[src/rtl/pipe_stage_reg.sv]
// pipe_stage_reg: generic elastic pipeline register between adjacent CPU stages.
// Carries a DATA_W-bit payload with a valid/ready handshake. It supports a
// synchronous flush to FLUSH_DATA and an optional two-entry skid buffer. The
// skid buffer gives a registered o_ready with no combinational path from i_ready.
//
// Parameters:
//   DATA_W     payload width
//   RESET_DATA o_data (and skid data) after reset
//   FLUSH_DATA o_data loaded on flush
//   SKID       1 = two-entry skid buffer, registered o_ready
//              0 = single register, combinational o_ready
//
// Ports:
//   i_clk, i_rst_n   clock (rising edge), async active-low reset
//   i_valid/o_ready  upstream handshake, i_data payload in
//   o_valid/i_ready  downstream handshake, o_data payload out
//   i_flush          synchronous kill of all held entries
//   o_stall_cnt      16-bit saturating count of cycles with o_valid & ~i_ready
//                    (present only when PIPE_STAGE_STALL_CNT_EN is defined)
module pipe_stage_reg #(
    parameter int unsigned          DATA_W     = 96,
    parameter logic [DATA_W-1:0]    RESET_DATA = DATA_W'({32'h00000013, 64'h0}),
    parameter logic [DATA_W-1:0]    FLUSH_DATA = DATA_W'({32'h00000013, 64'h0}),
    parameter int unsigned          SKID       = 1
) (
    input  logic              i_clk,
    input  logic              i_rst_n,
    input  logic              i_valid,
    output logic              o_ready,
    input  logic [DATA_W-1:0] i_data,
    output logic              o_valid,
    input  logic              i_ready,
    output logic [DATA_W-1:0] o_data,
    input  logic              i_flush
`ifdef PIPE_STAGE_STALL_CNT_EN
    ,
    output logic [15:0]       o_stall_cnt
`endif
);

    // State encoding is {main valid, skid valid}.
    typedef enum logic [1:0] {
        ST_EMPTY = 2'b00,
        ST_ONE   = 2'b10,
        ST_FULL  = 2'b11
    } state_t;

    if (SKID != 0) begin : g_skid
        state_t              r_state;
        state_t              w_state_nxt;
        logic [DATA_W-1:0]   r_main;
        logic [DATA_W-1:0]   r_skid;
        logic [DATA_W-1:0]   w_main_nxt;
        logic [DATA_W-1:0]   w_skid_nxt;
        logic                r_ready;
        logic                w_it;
        logic                w_ot;

        assign w_it    = i_valid & r_ready;
        assign w_ot    = (r_state != ST_EMPTY) & i_ready;
        assign o_valid = (r_state != ST_EMPTY);
        assign o_ready = r_ready;
        assign o_data  = r_main;

        // State and payload registers.
        always_ff @(posedge i_clk or negedge i_rst_n) begin
            if (!i_rst_n) begin
                r_state <= ST_EMPTY;
                r_main  <= RESET_DATA;
                r_skid  <= RESET_DATA;
                r_ready <= 1'b1;
            end else begin
                r_state <= w_state_nxt;
                r_main  <= w_main_nxt;
                r_skid  <= w_skid_nxt;
                // Registered ready: accept next cycle unless the skid slot fills.
                r_ready <= (w_state_nxt != ST_FULL);
            end
        end

        // Next-state and payload steering; flush overrides every transition.
        always_comb begin
            w_state_nxt = r_state;
            w_main_nxt  = r_main;
            w_skid_nxt  = r_skid;
            case (r_state)
                ST_EMPTY: begin
                    if (w_it) begin
                        w_main_nxt  = i_data;
                        w_state_nxt = ST_ONE;
                    end
                end
                ST_ONE: begin
                    if (w_ot && w_it) begin
                        w_main_nxt = i_data;
                    end else if (w_ot) begin
                        w_state_nxt = ST_EMPTY;
                    end else if (w_it) begin
                        w_skid_nxt  = i_data;
                        w_state_nxt = ST_FULL;
                    end
                end
                ST_FULL: begin
                    // Skid entry is older than any new input, so it moves up first.
                    if (w_ot) begin
                        w_main_nxt  = r_skid;
                        w_state_nxt = ST_ONE;
                    end
                end
                default: begin
                    w_state_nxt = ST_EMPTY;
                end
            endcase
            if (i_flush) begin
                w_state_nxt = ST_EMPTY;
                w_main_nxt  = FLUSH_DATA;
            end
        end
    end else begin : g_noskid
        logic                r_valid;
        logic [DATA_W-1:0]   r_data;

        assign o_ready = i_ready | ~r_valid;
        assign o_valid = r_valid;
        assign o_data  = r_data;

        // Single register: loads whenever empty or being drained this cycle.
        always_ff @(posedge i_clk or negedge i_rst_n) begin
            if (!i_rst_n) begin
                r_valid <= 1'b0;
                r_data  <= RESET_DATA;
            end else if (i_flush) begin
                r_valid <= 1'b0;
                r_data  <= FLUSH_DATA;
            end else if (!r_valid || i_ready) begin
                r_valid <= i_valid;
                if (i_valid) begin
                    r_data <= i_data;
                end
            end
        end
    end

`ifdef PIPE_STAGE_STALL_CNT_EN
    logic [15:0] r_stall_cnt;

    assign o_stall_cnt = r_stall_cnt;

    // Saturating stall counter; only reset clears it, flush does not.
    always_ff @(posedge i_clk or negedge i_rst_n) begin
        if (!i_rst_n) begin
            r_stall_cnt <= 16'h0;
        end else if (o_valid && !i_ready && (r_stall_cnt != 16'hFFFF)) begin
            r_stall_cnt <= r_stall_cnt + 16'd1;
        end
    end
`endif

endmodule

[config.mk]
export PLATFORM = sky130hd
export DESIGN_NAME = pipe_stage_reg
export DESIGN_NICKNAME = d
export VERILOG_FILES = /design/src/rtl/pipe_stage_reg.sv
export SDC_FILE = /design/constraint.sdc
export NUM_CORES = 1
export LEC_CHECK = 0
export ABC_CLOCK_PERIOD_IN_PS = 2100
export CORE_MARGIN = 5
export CORE_UTILIZATION = 45
export CTS_BUF_LIST = sky130_fd_sc_hd__clkbuf_4
export DETAILED_ROUTE_END_ITERATION = 8
export PLACE_DENSITY = 0.73
export SYNTH_ARGS = -nofsm -noshare
export SYNTH_HDL_FRONTEND = slang
export SYNTH_SLANG_ARGS = --single-unit
[constraint.sdc]
create_clock -name i_clk -period 2.1 [get_ports i_clk]
set_input_delay 0.315 -clock i_clk [delete_from_list [all_inputs] [get_ports i_clk]]
set_output_delay 0.315 -clock i_clk [all_outputs]
set_load 0.02 [all_outputs]
# After elaboration in Yosys (flattened, before gate mapping)
# Index checks and enable logic that the tools add are counted.
# word_totals
memories	0
out_inout_bits	98
inputBits	101
elab_cells	32
register_bits	195
rom_bits	0
latchBits	0
ramBits	0
# op_classes
bitwise	4
magnitude_cmp	0
reduce_logical	6
n_addsub	0
div	0
multipliers	0
eq_ne	6
mux	12
shifts	0
# op_table
operator	count
2-to-1 mux 96 bit	4
case mux 96 bit (3 select lines)	1
2-to-1 mux 2 bit	6
inequality test 3 bit (second input constant)	3
AND reduction 4 bit	2
case mux 2 bit (3 select lines)	1
== test 2 bit (second input constant)	2
nonzero test 4 bit	1
AND 1 bit	2
logical NOT 2 bit	1
inequality test 2 bit (second input constant)	1
NOT 1 bit	2
nonzero test 2 bit	1
logical AND 1 bit	1

# Logic depth before layout (Yosys ltp)
# Gate-level depths: netlist of the first run.
# logic_depth
ltp_word	7
mapped_depth	6
mapped_depth_nobuf	3

# Worst setup path after synthesis of the first run
# Ideal clock, no wire load.
# synth_path
path_type	flip-flop to flip-flop
start	register g_skid.r_ready, in the netlist o_ready
end	register g_skid.r_skid[55]
path_slack_ns	0.458
n_path_buf	2
stages_incl_launch_ff	6
arrival_time_ns	1.514
setup_time_ns	0.127
t_required_ns	1.973
synth_period_minus_slack_ns	1.642
cell_sequence	dfstp_2 -> nand3b_1 -> nor2_4 -> buf_4 -> buf_6 -> mux2_1
# synth_between
elab_chain_len	4
# synth_rtl
item	line	text
start, declared	55	logic r_ready;
start signal, assigned	77	r_ready <= (w_state_nxt != ST_FULL);
AND 1 bit *	59	assign w_it = i_valid & r_ready;
logical AND 1 bit	94	if (w_ot && w_it) begin
NOT 1 bit (no line)	n/a	
AND reduction 4 bit (no line) *	n/a	
end signal, assigned	75	r_skid <= w_skid_nxt;
end, declared	52	logic [DATA_W-1:0] r_skid;
# Every way passes the cells marked *; elsewhere a longest branch is shown, timed or not.
# A chain may end at the register's enable or synchronous reset.

# Final worst setup path of the first run
# layout_path
start	register g_skid.r_state[1]
end	output o_valid
# layout_between
elab_chain_len	1
# layout_rtl
item	line	text
start, declared	49	state_t r_state;
start signal, assigned	73	r_state <= w_state_nxt;
nonzero test 2 bit	61	assign o_valid = (r_state != ST_EMPTY);
end, declared	31	output logic o_valid,
# No other way between the ends.

==> impl_metrics.toml, run 1 <==
[placed_design]
dp.cells = 1188
dp_hpwl_um = 15500
portBuffers = 198
gp_congestion = 0.753

[sta]
timing.setup.tns_ns = 0
fin_crit_sh_pct = 95.3
setup_viol = 0
rsz0062_at_grt = "no"
max_freq_mhz = 500
fin_worst_skew_ns = 0.0235
period_minus_slack_ns = 2.00
slew_violations = 0
relSlewSlack_pct = 60.9
tightest_slew_ns = 0.587
hold_viol_final = 0

[yosys]
yosys_warnings = 0
synth_nets = 888
async_reset_ff_share_pct = 100
yosysTopAreaCellShare_pct = 53.1
synth-compound-area-share_pct = 16.7
synth_seq_cells = 195
synthTopCellsByCount = "dfrtp_1, mux2_1, nand3_1"
synth_edf_count = 0
synth_top_family_by_area = "compound AO/OA/AOI/OAI gates"
seq_area_frac_synth_pct = 55.2
synthAdderAreaFrac_pct = 0
ys.flop_type = "dfrtp_1"
synth_largest_area_cell = "dfrtp_1"
ys_top_cells_by_area = "dfrtp_1, mux2_1, a311oi_1"
synth-xor-area-share_pct = 0
ys_types = 26
netlist_area_mm2 = 0.00885
avgSynthCellArea_um2 = 11.2
netlist_instances = 787
synth-simple-area-share_pct = 10.2
synth_most_common_cell = "dfrtp_1"
synth.area.mux_share_pct = 12.2

[power_and_ir_drop]
power.density_mw_per_mm2 = 750
ir_worst_vdd_mv = 0.393
p_int_uw = 6070
pwr-share-clk_pct = 23.0
pwr-share-seq_pct = 55.2
pwr-share-comb_pct = 21.8
switching_power_uw = 2500
switching_share_pct = 29.2
p_leak_uw = 0.00471

[global_route]
antenna_found_initial = 3
grt_max_degree = 95
grt_pass1_wl_um = 39400
grt_pass1_vias = 7369
grt_overflow_total = 0
grt_use_total_pct = 22.0

[layout]
multi_input_area_mm2 = 0.00350
area_growth_pct = 29.2
layout.cells.non_filler = 1223
n_fill_cell = 1614
drive_above_1_share_pct = 8.25
seq_area_mm2 = 0.00490
final_nets = 1046

[cts]
cts_tree = "yes"
htree_levels = 4
cts-root-buf = "clkbuf_4"
cts.path.max_buffers = 2
clkTransAtPathRegs_ns = 0.15
cts_num_sinks = 195
clk_latency_ns = 0.58
numCtsBuffers = 17

[run_status]
status = "finished clean"

[critical_path]
path_max_fanout = 9
rrSetupSlack_ns = 0.25
endpoint_kind = "primary output"
r2r_end = "g_skid.r_skid[7]"
cp-start-kind = "register"
arrival_ns = 1.69
cp.required_ns = 1.78
rr_worst_depth = 5
worst-setup-path-type = "reg2out"
reg2reg_from = "g_skid.r_state[0]"

[route]
drt_iter0_drc = 568
viasPerCell = 5.96
drt_pass1_iterations = 5
drc_errors = 0
wl_per_cell_um = 20.2
vias = 7286
wl_um = 24700
antenna_left = 0

[worst_hold_path]
hold_class = "in2async"

[floorplan]
start_util_pct = 45.6
rows = 51
dieArea_mm2 = 0.0226
core_area_mm2 = 0.0194
die_x_um = 150
ios = 199
die_h_um = 150

[flow_run]
drv_cap = 0
[cells by family (layout without fill, tap and decap cells)]
| family | count (synthesis) | after routing |
|---|---|---|
| and+or+nand+nor | 200 | 200 |
| DFF | 195 | 195 |
| AOI/OAI and AO/OA | 199 | 199 |
| muxes | 96 | 96 |
| buffers and inverters | 97 | 267 |
| other | 0 | 1 |
[layer usage]
layer / track usage (%) / part of all wire [%] / vias up
met5: 0 / 0.13 / -
met4: 6.04 / 1.4 / 4
met3: 5.87 / 7.6 / 33
met2: 34.5 / 47 / 285
met1: 30.5 / 43 / 3667
li1: - / - / 3297
[cells in the final DEF (no fill, tap or decap), types with 5 or more instances in the layout]
master	count
a311oi_1	93
dfrtp_1	186
nand3_1	95
a31oi_1	93
dfstp_2	7
nand2_1	93
a21oi_1	5
mux2_1	96
buf_4	20
buf_12	15
dlygate4sd2_1	5
clkbuf_4	20
clkdlybuf4s50_1	191
[how the worst max path moves through the flow]
stage | from | end | slack (ns) | cells after the start
2_1_floorplan | o_ready | g_skid.r_skid[55] | 0.46 | 5
6_report | g_skid.r_state[1] | o_valid | 0.1 | 2
4_1_cts | g_skid.r_state[0] | o_valid | 0.02 | 2
3_5_place_dp | i_ready | o_data[93] | 0.03 | 5
3_3_place_gp | i_ready | o_data[68] | 0.08 | 5
5_1_grt | g_skid.r_state[1] | o_valid | 0.006 | 2
[final cells by class]
class	count	share of cell area, %
sequential	195	42.8
multi-input combinational	495	30.6
timing repair buffer	233	21.2
tap	265	2.90
clock buffer	20	1.31
clock inverter	11	0.996
inverter	3	0.0985
antenna	1	0.0219
[power groups by stage]
stage / logic, uW / registers (uW) / clock network (uW)
3_5_place_dp: 1900 / 4810 / 0
3_3_place_gp: 1850 / 4780 / 0
6_report: 1870 / 4730 / 1970
5_1_grt: 2040 / 4810 / 2160
4_1_cts: 1890 / 4730 / 2020
2_1_floorplan: 819 / 4930 / 0
[timing repair]
item / CTS / global route
hold buffers: 1 / 0
resized for setup: 5 / 0
setup buffers: 0 / 2
endpoints found under the hold margin: 47 / 0
gates cloned: 0 / 0
setup endpoints to repair: 5 / 1
[critical path, stage by stage (launching register included)]
cell           delay, ns
dfrtp_4             0.57
or2_1               0.22
dlygate4sd2_1       0.33
[sequential cells by signal, summed over array words and instances (netlist names)]
signal	count
o_ready	1
g_skid.r_skid	96
o_data	96
g_skid.r_state	2
[through the flow]
| step | hold slack, ns | cell area (um2) | utilization [%] | power (uW) | setup slack, ns |
|---|---|---|---|---|---|
| 6_report | 0.209 | 11400 | 59.0 | 8580 | 0.0995 |
| 5_1_grt | 0.206 | 11400 | 59.0 | 9010 | 0.00551 |
| 4_1_cts | 0.189 | 11400 | 58.9 | 8650 | 0.0196 |
| 3_5_place_dp | 0.295 | 11200 | 57.5 | 6710 | 0.0313 |
| 3_3_place_gp | 0.293 | 11200 | 57.5 | 6630 | 0.0772 |
| 2_1_floorplan | 0.0194 | 8850 | - | 5750 | 0.458 |
Power figures use the tool's default switching activity.
==> run 2: changes to the inputs <==
--- a/config.mk
+++ b/config.mk
@@ -6,10 +6,11 @@
 export NUM_CORES = 1
 export LEC_CHECK = 0
 export ABC_CLOCK_PERIOD_IN_PS = 2100
-export CORE_MARGIN = 5
 export CORE_UTILIZATION = 45
 export CTS_BUF_LIST = sky130_fd_sc_hd__clkbuf_4
+export CTS_CLUSTER_SIZE = 16
 export DETAILED_ROUTE_END_ITERATION = 8
+export GPL_TIMING_DRIVEN = 0
 export PLACE_DENSITY = 0.73
 export SYNTH_ARGS = -nofsm -noshare
 export SYNTH_HDL_FRONTEND = slang
==> impl_metrics.toml, run 2 (same netlist as run 1, synthesis figures left out) <==
[run_status]
status = "finished clean"

[sta]
period_minus_slack_ns = 2.02
relSlewSlack_pct = 53.7
hold_slack_ns = 0.289
slew_violations = 0
rsz0062_at_grt = "no"
fin_crit_sh_pct = 96.0
max_freq_mhz = 496
fin_worst_skew_ns = 0.0175
tightest_slew_ns = 0.694
hold_viol_final = 0
setup_viol = 0

[critical_path]
arrival_ns = 1.70
max_stage_delay_ns = 0.47
endpoint_kind = "primary output"
cp.required_ns = 1.78
path_max_fanout = 14
cp-start-kind = "register"
worst-setup-path-type = "reg2out"
slowest_stage = "dfrtp_2"
path_cells = "buf_12 > or2_1 > clkdlybuf4s15_2"

[floorplan]
core_area_mm2 = 0.0190
rows = 50
dieArea_mm2 = 0.0202
die_h_um = 142
ios = 199
start_util_pct = 46.6
die_x_um = 142

[route]
vias = 7463
wirelength_met1_um = 10500
drt_pass1_iterations = 5
wl_um = 24400
wl_per_cell_um = 19.0
drt_iter0_drc = 510
dr_wl_met2_um = 11600
viasPerCell = 5.83
routed.top_layer = "met4"
route.met3.wl_um = 1890
drc_errors = 0
antenna_left = 0

[layout]
final_nets = 1107
drive_above_1_share_pct = 10.0
multi_input_area_mm2 = 0.00347
area_growth_pct = 30.6
n_fill_cell = 1627
final_cell_mix = "clkdlybuf4s50_1, dfrtp_1, mux2_1"
seq_area_mm2 = 0.00489
mostFrequentLayoutCell = "clkdlybuf4s50_1"
fin_util_pct = 60.8

[power_and_ir_drop]
p_leak_uw = 0.00476
ir_worst_vdd_mv = 0.393
power_uw = 8690
power.density_mw_per_mm2 = 752

[cts]
clkTransAtPathRegs_ns = 0.16
cts_tree = "yes"
clk_latency_ns = 0.59
cts.path.max_buffers = 2
htree_levels = 4
cts_num_sinks = 195
numCtsBuffers = 17
cts-root-buf = "clkbuf_4"

[placed_design]
dp_hpwl_um = 16500
portBuffers = 197
gp_congestion = 0.826

[flow_run]
drv_cap = 0

[global_route]
grt_overflow_total = 0
antenna_found_initial = 1
grt_pass1_vias = 7424
grt_max_degree = 104
grt_pass1_wl_um = 38800
grt_use_total_pct = 24.8

[worst_hold_path]
hold_class = "in2async"
[run 2: worst paths after layout]
kind	slack, ns	startpoint	depth (start not counted)	end
worst max-delay path	0.08	g_skid.r_state[0]	3	o_valid
worst min-delay path	0.29	i_rst_n	2	g_skid.r_skid[87]
worst max register to register	0.14	g_skid.r_state[0]	6	g_skid.r_skid[69]
worst min register to register	0.50	g_skid.r_skid[74]	1	g_skid.r_skid[74]
max in group asynchronous	0.83	i_rst_n	3	g_skid.r_state[1]
min in group i_clk	0.30	i_data[13]	3	o_data[13]
[run 2: metrics by stage]
stage	setup slack, ns	std cells	cell area, um2	TNS [ns]
2_1_floorplan	0.458	787	8850	0
3_5_place_dp	-0.190	1245	11200	-16.90
6_report	0.0832	1280	11600	0
5_1_grt	0.00921	1280	11600	0
4_1_cts	0.0283	1275	11500	0
3_3_place_gp	-7.40	1244	11200	-1438.87
[run 2: worst max-delay path, delay by kind of cell (launching register included)]
kind	cells	cell delay, ns
buf+inv	2	0.41
flops	1	0.47
simple gates	1	0.23
[run 2: metal layers]
| metal | track usage (%) | vias to the layer above |
|---|---|---|
| li1 | - | 3421 |
| met1 | 33.4 | 3700 |
| met2 | 40.4 | 313 |
| met3 | 5.11 | 29 |
| met4 | 7.13 | 0 |
| met5 | 0 | - |
[run 2: repair_timing]
| item | 4_1_cts | 5_1_grt |
|---|---|---|
| hold buffers | 1 | 0 |
| hold endpoints to repair | 92 | 0 |
| setup endpoints to repair | 5 | 1 |
| buffers inserted | 1 | 2 |
| gates resized for setup | 11 | 4 |
| cloned | 0 | 2 |
[run 2: cell type report]
type | count | share of cell area [%]
flip-flops and latches | 195 | 42.3
multi-input cells | 495 | 30.0
repair buffers | 204 | 18.0
plain buffers | 90 | 4.20
well taps | 260 | 2.81
clock inverters | 14 | 1.34
clock buffers | 18 | 1.17
inverters | 3 | 0.0974
diodes | 1 | 0.0216
[run 2: report_power, final]
part           internal (uW)  switching [uW]  leakage (uW)
Sequential              4410             325       0.00243
Combinational            928             936       0.00219
Clock                    735            1360      0.000144
Total                   6070            2620       0.00476
